$ cat src/rtl/vegeta_wt_loader_fp6.sv
// rtl/vegeta_wt_loader_fp6.sv - FP6 VEGETA column weight loader
//
// Purpose: accepts ROWS packed FP6 weight+metadata beats over a valid/ready
// stream and replays each one, registered, into the head of the column's
// weight chain. The first beat accepted therefore ends up in the farthest PU.
// Reports completion with a one-cycle load_done and flips compute_buf to the
// buffer that was just filled.
//
// Optional feature macro: VEGETA_WL_META_CHECK_EN (2:4 metadata order checker).
//
// Ports:
//   clk, rst_n               clock, asynchronous active-low reset
//   load_start               one-cycle load request, honoured only in IDLE
//   load_buf, gemm_mode      target buffer / sparsity mode, sampled with load_start
//   s_valid, s_ready, s_data weight beat stream
//   weight_out               beat into the first PU of the column
//   weight_transferring_out  chain shift strobe
//   i_wb, compute_buf        load-side and compute-side buffer selects
//   busy, load_done          load in progress / completion pulse
//   meta_err                 sticky metadata violation (0 without the macro)
module vegeta_wt_loader_fp6 #(
  parameter int BETA           = 4,
  parameter int MUL_DATAWIDTH  = 6,
  parameter int META_DATA_SIZE = 2,
  parameter int ROWS           = 4
) (
  input  logic                                         clk,
  input  logic                                         rst_n,
  input  logic                                         load_start,
  input  logic                                         load_buf,
  input  logic [1:0]                                   gemm_mode,
  input  logic                                         s_valid,
  output logic                                         s_ready,
  input  logic [BETA*(MUL_DATAWIDTH+META_DATA_SIZE)-1:0] s_data,
  output logic [BETA*(MUL_DATAWIDTH+META_DATA_SIZE)-1:0] weight_out,
  output logic                                         weight_transferring_out,
  output logic                                         i_wb,
  output logic                                         compute_buf,
  output logic                                         busy,
  output logic                                         load_done,
  output logic                                         meta_err
);

  localparam int LW = MUL_DATAWIDTH + META_DATA_SIZE;
  localparam int DW = BETA * LW;
  localparam int CW = $clog2(ROWS + 1);
  localparam logic [CW-1:0] LAST_BEAT = CW'(ROWS - 1);

  typedef enum logic [1:0] {IDLE, LOAD, DONE} state_t;

  state_t          state_q, state_d;
  logic [CW-1:0]   cnt_q, cnt_d;
  logic            i_wb_q, i_wb_d;
  logic            compute_buf_q, compute_buf_d;
  logic [DW-1:0]   weight_out_q, weight_out_d;
  logic            xfer_q, xfer_d;

  logic start_acc;
  logic accept;

  assign start_acc = (state_q == IDLE) && load_start;
  assign accept    = (state_q == LOAD) && s_valid;

  always_comb begin
    state_d       = state_q;
    cnt_d         = cnt_q;
    i_wb_d        = i_wb_q;
    compute_buf_d = compute_buf_q;
    weight_out_d  = weight_out_q;
    xfer_d        = 1'b0;
    s_ready       = 1'b0;
    busy          = 1'b0;
    load_done     = 1'b0;
    case (state_q)
      IDLE: begin
        if (load_start) begin
          state_d = LOAD;
          i_wb_d  = load_buf;
          cnt_d   = '0;
        end
      end
      LOAD: begin
        s_ready = 1'b1;
        busy    = 1'b1;
        if (s_valid) begin
          // Stalled cycles leave weight_out untouched so the PUs see a stable head.
          weight_out_d = s_data;
          xfer_d       = 1'b1;
          cnt_d        = cnt_q + CW'(1);
          if (cnt_q == LAST_BEAT) state_d = DONE;
        end
      end
      DONE: begin
        busy          = 1'b1;
        load_done     = 1'b1;
        compute_buf_d = i_wb_q;
        state_d       = IDLE;
      end
      default: state_d = IDLE;
    endcase
  end

  always_ff @(posedge clk or negedge rst_n) begin
    if (!rst_n) begin
      state_q       <= IDLE;
      cnt_q         <= '0;
      i_wb_q        <= 1'b0;
      compute_buf_q <= 1'b0;
      weight_out_q  <= '0;
      xfer_q        <= 1'b0;
    end else begin
      state_q       <= state_d;
      cnt_q         <= cnt_d;
      i_wb_q        <= i_wb_d;
      compute_buf_q <= compute_buf_d;
      weight_out_q  <= weight_out_d;
      xfer_q        <= xfer_d;
    end
  end

  assign weight_out              = weight_out_q;
  assign weight_transferring_out = xfer_q;
  assign i_wb                    = i_wb_q;
  assign compute_buf             = compute_buf_q;

`ifdef VEGETA_WL_META_CHECK_EN
  logic [1:0] mode_q, mode_d;
  logic       meta_err_q, meta_err_d;
  logic       viol;

  // In 2:4 mode each lane pair carries two distinct indices into a group of
  // four, so the upper lane's index must be strictly greater.
  always_comb begin
    viol = 1'b0;
    if (mode_q == 2'd1) begin
      for (int k = 0; k < BETA / 2; k++) begin
        if (s_data[(2*k)*LW + MUL_DATAWIDTH +: META_DATA_SIZE] >=
            s_data[(2*k+1)*LW + MUL_DATAWIDTH +: META_DATA_SIZE])
          viol = 1'b1;
      end
    end
  end

  always_comb begin
    mode_d     = start_acc ? gemm_mode : mode_q;
    meta_err_d = start_acc ? 1'b0 : (meta_err_q | (accept & viol));
  end

  always_ff @(posedge clk or negedge rst_n) begin
    if (!rst_n) begin
      mode_q     <= 2'd0;
      meta_err_q <= 1'b0;
    end else begin
      mode_q     <= mode_d;
      meta_err_q <= meta_err_d;
    end
  end

  assign meta_err = meta_err_q;
`else
  logic unused_gemm_mode;
  assign unused_gemm_mode = ^gemm_mode;
  assign meta_err         = 1'b0;
`endif

endmodule

$ cat config.mk
export PLATFORM = sky130hd
export DESIGN_NAME = vegeta_wt_loader_fp6
export DESIGN_NICKNAME = d
export VERILOG_FILES = /design/src/rtl/vegeta_wt_loader_fp6.sv
export SDC_FILE = /design/constraint.sdc
export NUM_CORES = 1
export LEC_CHECK = 0
export CORE_MARGIN = 5
export CORE_UTILIZATION = 40
export CTS_BUF_LIST = sky130_fd_sc_hd__clkbuf_8
export DETAILED_ROUTE_END_ITERATION = 10
export GPL_ROUTABILITY_DRIVEN = 0
export MAX_ROUTING_LAYER = met4
export PLACE_DENSITY = 0.76
export SLEW_MARGIN = 20
export SYNTH_ARGS = -nofsm -noshare
export SYNTH_HDL_FRONTEND = slang
export SYNTH_SLANG_ARGS = --single-unit
$ cat constraint.sdc
create_clock -name clk -period 1.9 [get_ports clk]
set_input_delay 0.475 -clock clk [delete_from_list [all_inputs] [get_ports clk]]
set_output_delay 0.475 -clock clk [all_outputs]
set_load 0.1 [all_outputs]
# Yosys cells after proc, flatten, opt, wreduce, memory -nomap -nowiden
# Cells that the tools add are included.
[totals]
register_bits = 40
in_bits = 39
out_inout_bits = 39
wordCells = 32
[op_classes]
n_addsub = 1
n_eq_ne = 6
muxes = 12
n_reduce_logical = 7
[ops]
columns = ["op", "count"]
rows = [
  ["2-to-1 mux 2 bit", 3],
  ["2-to-1 mux 3 bit", 2],
  ["one-hot mux 3 bit (2 select lines)", 1],
  ["AND reduction 3 bit", 2],
  ["2-to-1 mux 1 bit", 5],
  ["inequality test 2 bit (second input constant)", 2],
  ["one-hot mux 2 bit (2 select lines)", 1],
  ["AND reduction 2 bit", 2],
  ["adder 3 x 1 -> 3 bit (second input constant)", 1],
  ["equality test 3 x 2 -> 1 bit (second input constant)", 1],
  ["equality test 2 x 1 -> 1 bit (second input constant)", 1],
  ["equality test 2 bit (second input constant)", 1],
  ["logical NOT 2 bit", 1],
  ["inequality test 2 x 1 -> 1 bit (second input constant)", 1],
  ["nonzero test 2 bit", 1],
  ["OR reduction 2 bit", 1],
]

# Longest topological paths before layout
[logic_depth]
depth_word = 4
depth_mapped = 7
ltp_nobuf = 5

# Least setup slack after synthesis
# Ideal clock, no wire load.
[synth_timing]
path_kind = "register -> register"
from = "register state_q[1]"
to = "register weight_out_q[0], in the netlist weight_out[0]"
setup_time_ns = 0.126
arrival_time_ns = 2.234
required_ns = 1.774
setup_slack_ns = -0.460
stages_incl_launch_ff = 7
n_path_buf = 2
period_less_slack_ns = 2.360
cell_sequence = "dfrtp_1 inv_1 ha_1 and2_4 buf_6 buf_12 mux2_4"
[synth_via]
elab_chain_cells = 2
[synth_lines]
columns = ["item", "line_no", "text"]
rows = [
  ["start: declaration", "51", "state_t state_q, state_d;"],
  ["start signal: assignment", "112", "state_q <= state_d;"],
  ["equality test 2 x 1 -> 1 bit", "74", "case (state_q)"],
  ["AND reduction 2 bit (no line)", "n/a", ""],
  ["end signal: assignment", "116", "weight_out_q <= weight_out_d;"],
  ["end: declaration", "55", "logic [DW-1:0] weight_out_q, weight_out_d;"],
]
# No other way between the ends.
# A chain may end at the register's enable or synchronous reset.

# Worst setup path in the final report
[layout_timing]
from = "register state_q[1]"
to = "output busy"
[layout_via]
elab_chain_cells = 3
elab_cells_between_ends = 4
classes_between = "2 x eq/ne; 1 x mux; 1 x reduce/logical"
[layout_lines]
columns = ["item", "line_no", "text"]
rows = [
  ["equality test 2 x 1 -> 1 bit or equality test 2 bit (tied branches)", "74", ""],
  ["OR reduction 2 bit (no line) *", "n/a", ""],
  ["2-to-1 mux 1 bit *", "74", ""],
  ["end: declaration", "39", "output logic busy,"],
]
# Mark *: on every way between the ends. The rest lies on a longest branch, timed or not.

==> metrics.cfg <==
[cells_and_area]
drive_gt1_share_pct = 47.2
nets = 243
stdcell_count = 249
fin_util_pct = 70.7
areaGrowthSynthToFinish_pct = 69.9
antenna_cells = 0

[floorplanning]
io-pin-count = 78
die-area_sq_um = 6050
fp.dieW_microns = 77.8
core_sq_um = 4410
die_h_microns = 77.8
fp-row-count = 24
initial_core_util_pct = 41.6

[sta]
hold_viol_final = 0
fmaxAchievable_mhz = 550
setup_viol = 0
max_slew_margin_pct = 42.2
tightest_slew_ps = 867
period_needed_ps = 1820
rsz0062_at_grt = false
maxSlewViolCount = 0
finClkSkew_ps = 5.67
layout_setup_ws_ps = 82.0
finalCritPeriodShare_pct = 95.7
setup_tns_ps = 0

[routing]
viasPerCell = 4.89
routed-wl-met2_microns = 2210
wl_met3_microns = 340
maxUsedRoutingLayer = met4
ant_nets = 0
dr.pass1.iters = 3
num_vias = 1218
drc = 0
avgRoutedWirePerCell_microns = 18.3
drtIter0Drc = 50
drt_wl_total_microns = 4550
wl_met1_microns = 1920

[job]
cap_violations = 0

[cts]
cts_root_buffer = clkbuf_8
path_clk_slew_ps = 80
clock_path_buffers = 2
cts_buffers = 5
htreeDepth = 2
post_cts_buffers = 0
clock_sinks = 40
clkLatencyLatePin_ps = 290
cts_tree = done

[synth]
syn_area_sq_um = 1840
syn_area_per_cell_sq_um = 16.1
synth_seq_cells = 40
synth.largest_area_cell = dfrtp_1
ys_top_cells_by_area = dfrtp_1 (54%), mux2_4 (23%), mux2_2 (4.9%)
mappedNetlistNets = 160
syn_inst = 114
yosysTopAreaCellShare_pct = 54.5
yosysWarnings = 0
ys_seq_area_share_pct = 54.5
ys_types = 25

[placed_design]
placed_cells = 242
hpwl_microns = 3600
dp_slack_ps = 32.9
portBuffers = 74

[global_route]
grt_max_degree = 41
grt_pass1_wl_microns = 7370
gr-total-overflow = 0
antenna_found_initial = 0
grt_pass1_vias = 1337
grt_use_total_pct = 16.2

[hold_path]
min_path_type = in2async

[run_status]
status = finished, final reports clean

[critical_path]
cp_max_fo = 4
critPathLaunchType = flop
reg2reg_depth = 5
startpoint = state_q[1]
critical_path_class = reg2out
cp.arrival_ps = 1340
cp-end-kind = primary output
reg2reg_slack_ps = 240
required_ps = 1420
r2r-start = state_q[0]
reg2reg_to = state_q[0]

[layer usage]
metal	track usage [%]	vias up
li1	-	556
met1	19.0	601
met2	25.9	54
met3	4.86	7
met4	6.70	0
met5	-	-
[registers in the layout (all words and copies together) (netlist names)]
signal,flops
i_wb,1
weight_transferring_out,1
compute_buf,1
weight_out,32
cnt_q,3
state_q,2
[worst max path at each step]
stage | end | slack, ps | depth (start not counted)
2_1_floorplan | compute_buf | 40 | 3
4_1_cts | busy | 40 | 3
3_3_place_gp | weight_out[15] | 80 | 4
6_report | busy | 80 | 3
3_5_place_dp | state_q[0] | 30 | 4
5_1_grt | busy | 30 | 3
[cells in the mapped netlist]
cell,n
dfrtp_1,40
mux2_4,28
mux2_2,8
ha_1,7
inv_1,4
buf_12,3
o21ai_0,3
a21oi_1,2
nand2_1,2
nand2b_1,2
a22oi_2,1
and2_4,1
and2b_1,1
and3b_1,1
buf_4,1
buf_6,1
conb_1,1
nand4_1,1
nand4b_1,1
nor2_1,1
nor2b_1,1
o211ai_1,1
o211ai_2,1
o21a_1,1
o21ai_1,1
[area by class of cell]
type / count / area, sq um
Fill cell: 271 / 1290
Timing Repair Buffer: 81 / 1210
Sequential cell: 40 / 1000
Multi-Input combinational cell: 65 / 754
Clock buffer: 5 / 68.8
Tap cell: 52 / 65.1
Inverter: 4 / 15.0
Clock inverter: 2 / 8.76
[layout by cell type (no fill, tap or decap), types with 2 or more instances in the layout]
master,n
buf_12,41
dfrtp_1,39
clkdlybuf4s50_1,35
mux2_4,28
mux2_2,8
ha_1,6
inv_1,5
clkbuf_8,5
buf_4,4
o21ai_0,3
nand2_1,2
a21oi_1,2
nand2b_1,2
[timing repair]
action | 4_1_cts | 5_1_grt
endpoints found under the setup margin | 0 | 1
resized for setup | 0 | 1
hold buffers | 0 | 0
hold endpoints to repair | 0 | 0
[stage by stage]
step | cell area, sq um | hold WS, ps
after floorplan | 1850 | 179
after global placement | 3040 | 524
after detailed placement | 3040 | 537
after CTS | 3120 | 327
after global routing | 3120 | 365
final | 3120 | 283
[logic make-up (layout without fill, tap and decap cells)]
kind of cell | after synthesis | count (layout) | synth area share (%)
DFF | 40 | 40 | 54.5
muxes | 36 | 36 | 27.8
and+or+nand+nor | 11 | 11 | 3.82
adders and majority gates | 7 | 7 | 4.77
AOI/OAI and AO/OA | 10 | 10 | 3.81
buffers and inverters | 9 | 92 | 5.11
other | 1 | 1 | 0.204
[critical path: stages (launching register included)]
cell and delay [ps]:
dfrtp_1 400, inv_1 170, ha_1 300, buf_12 180
Power is not shown: default switching activity piles up to over one toggle a cycle in this logic, so the estimate is an artifact.
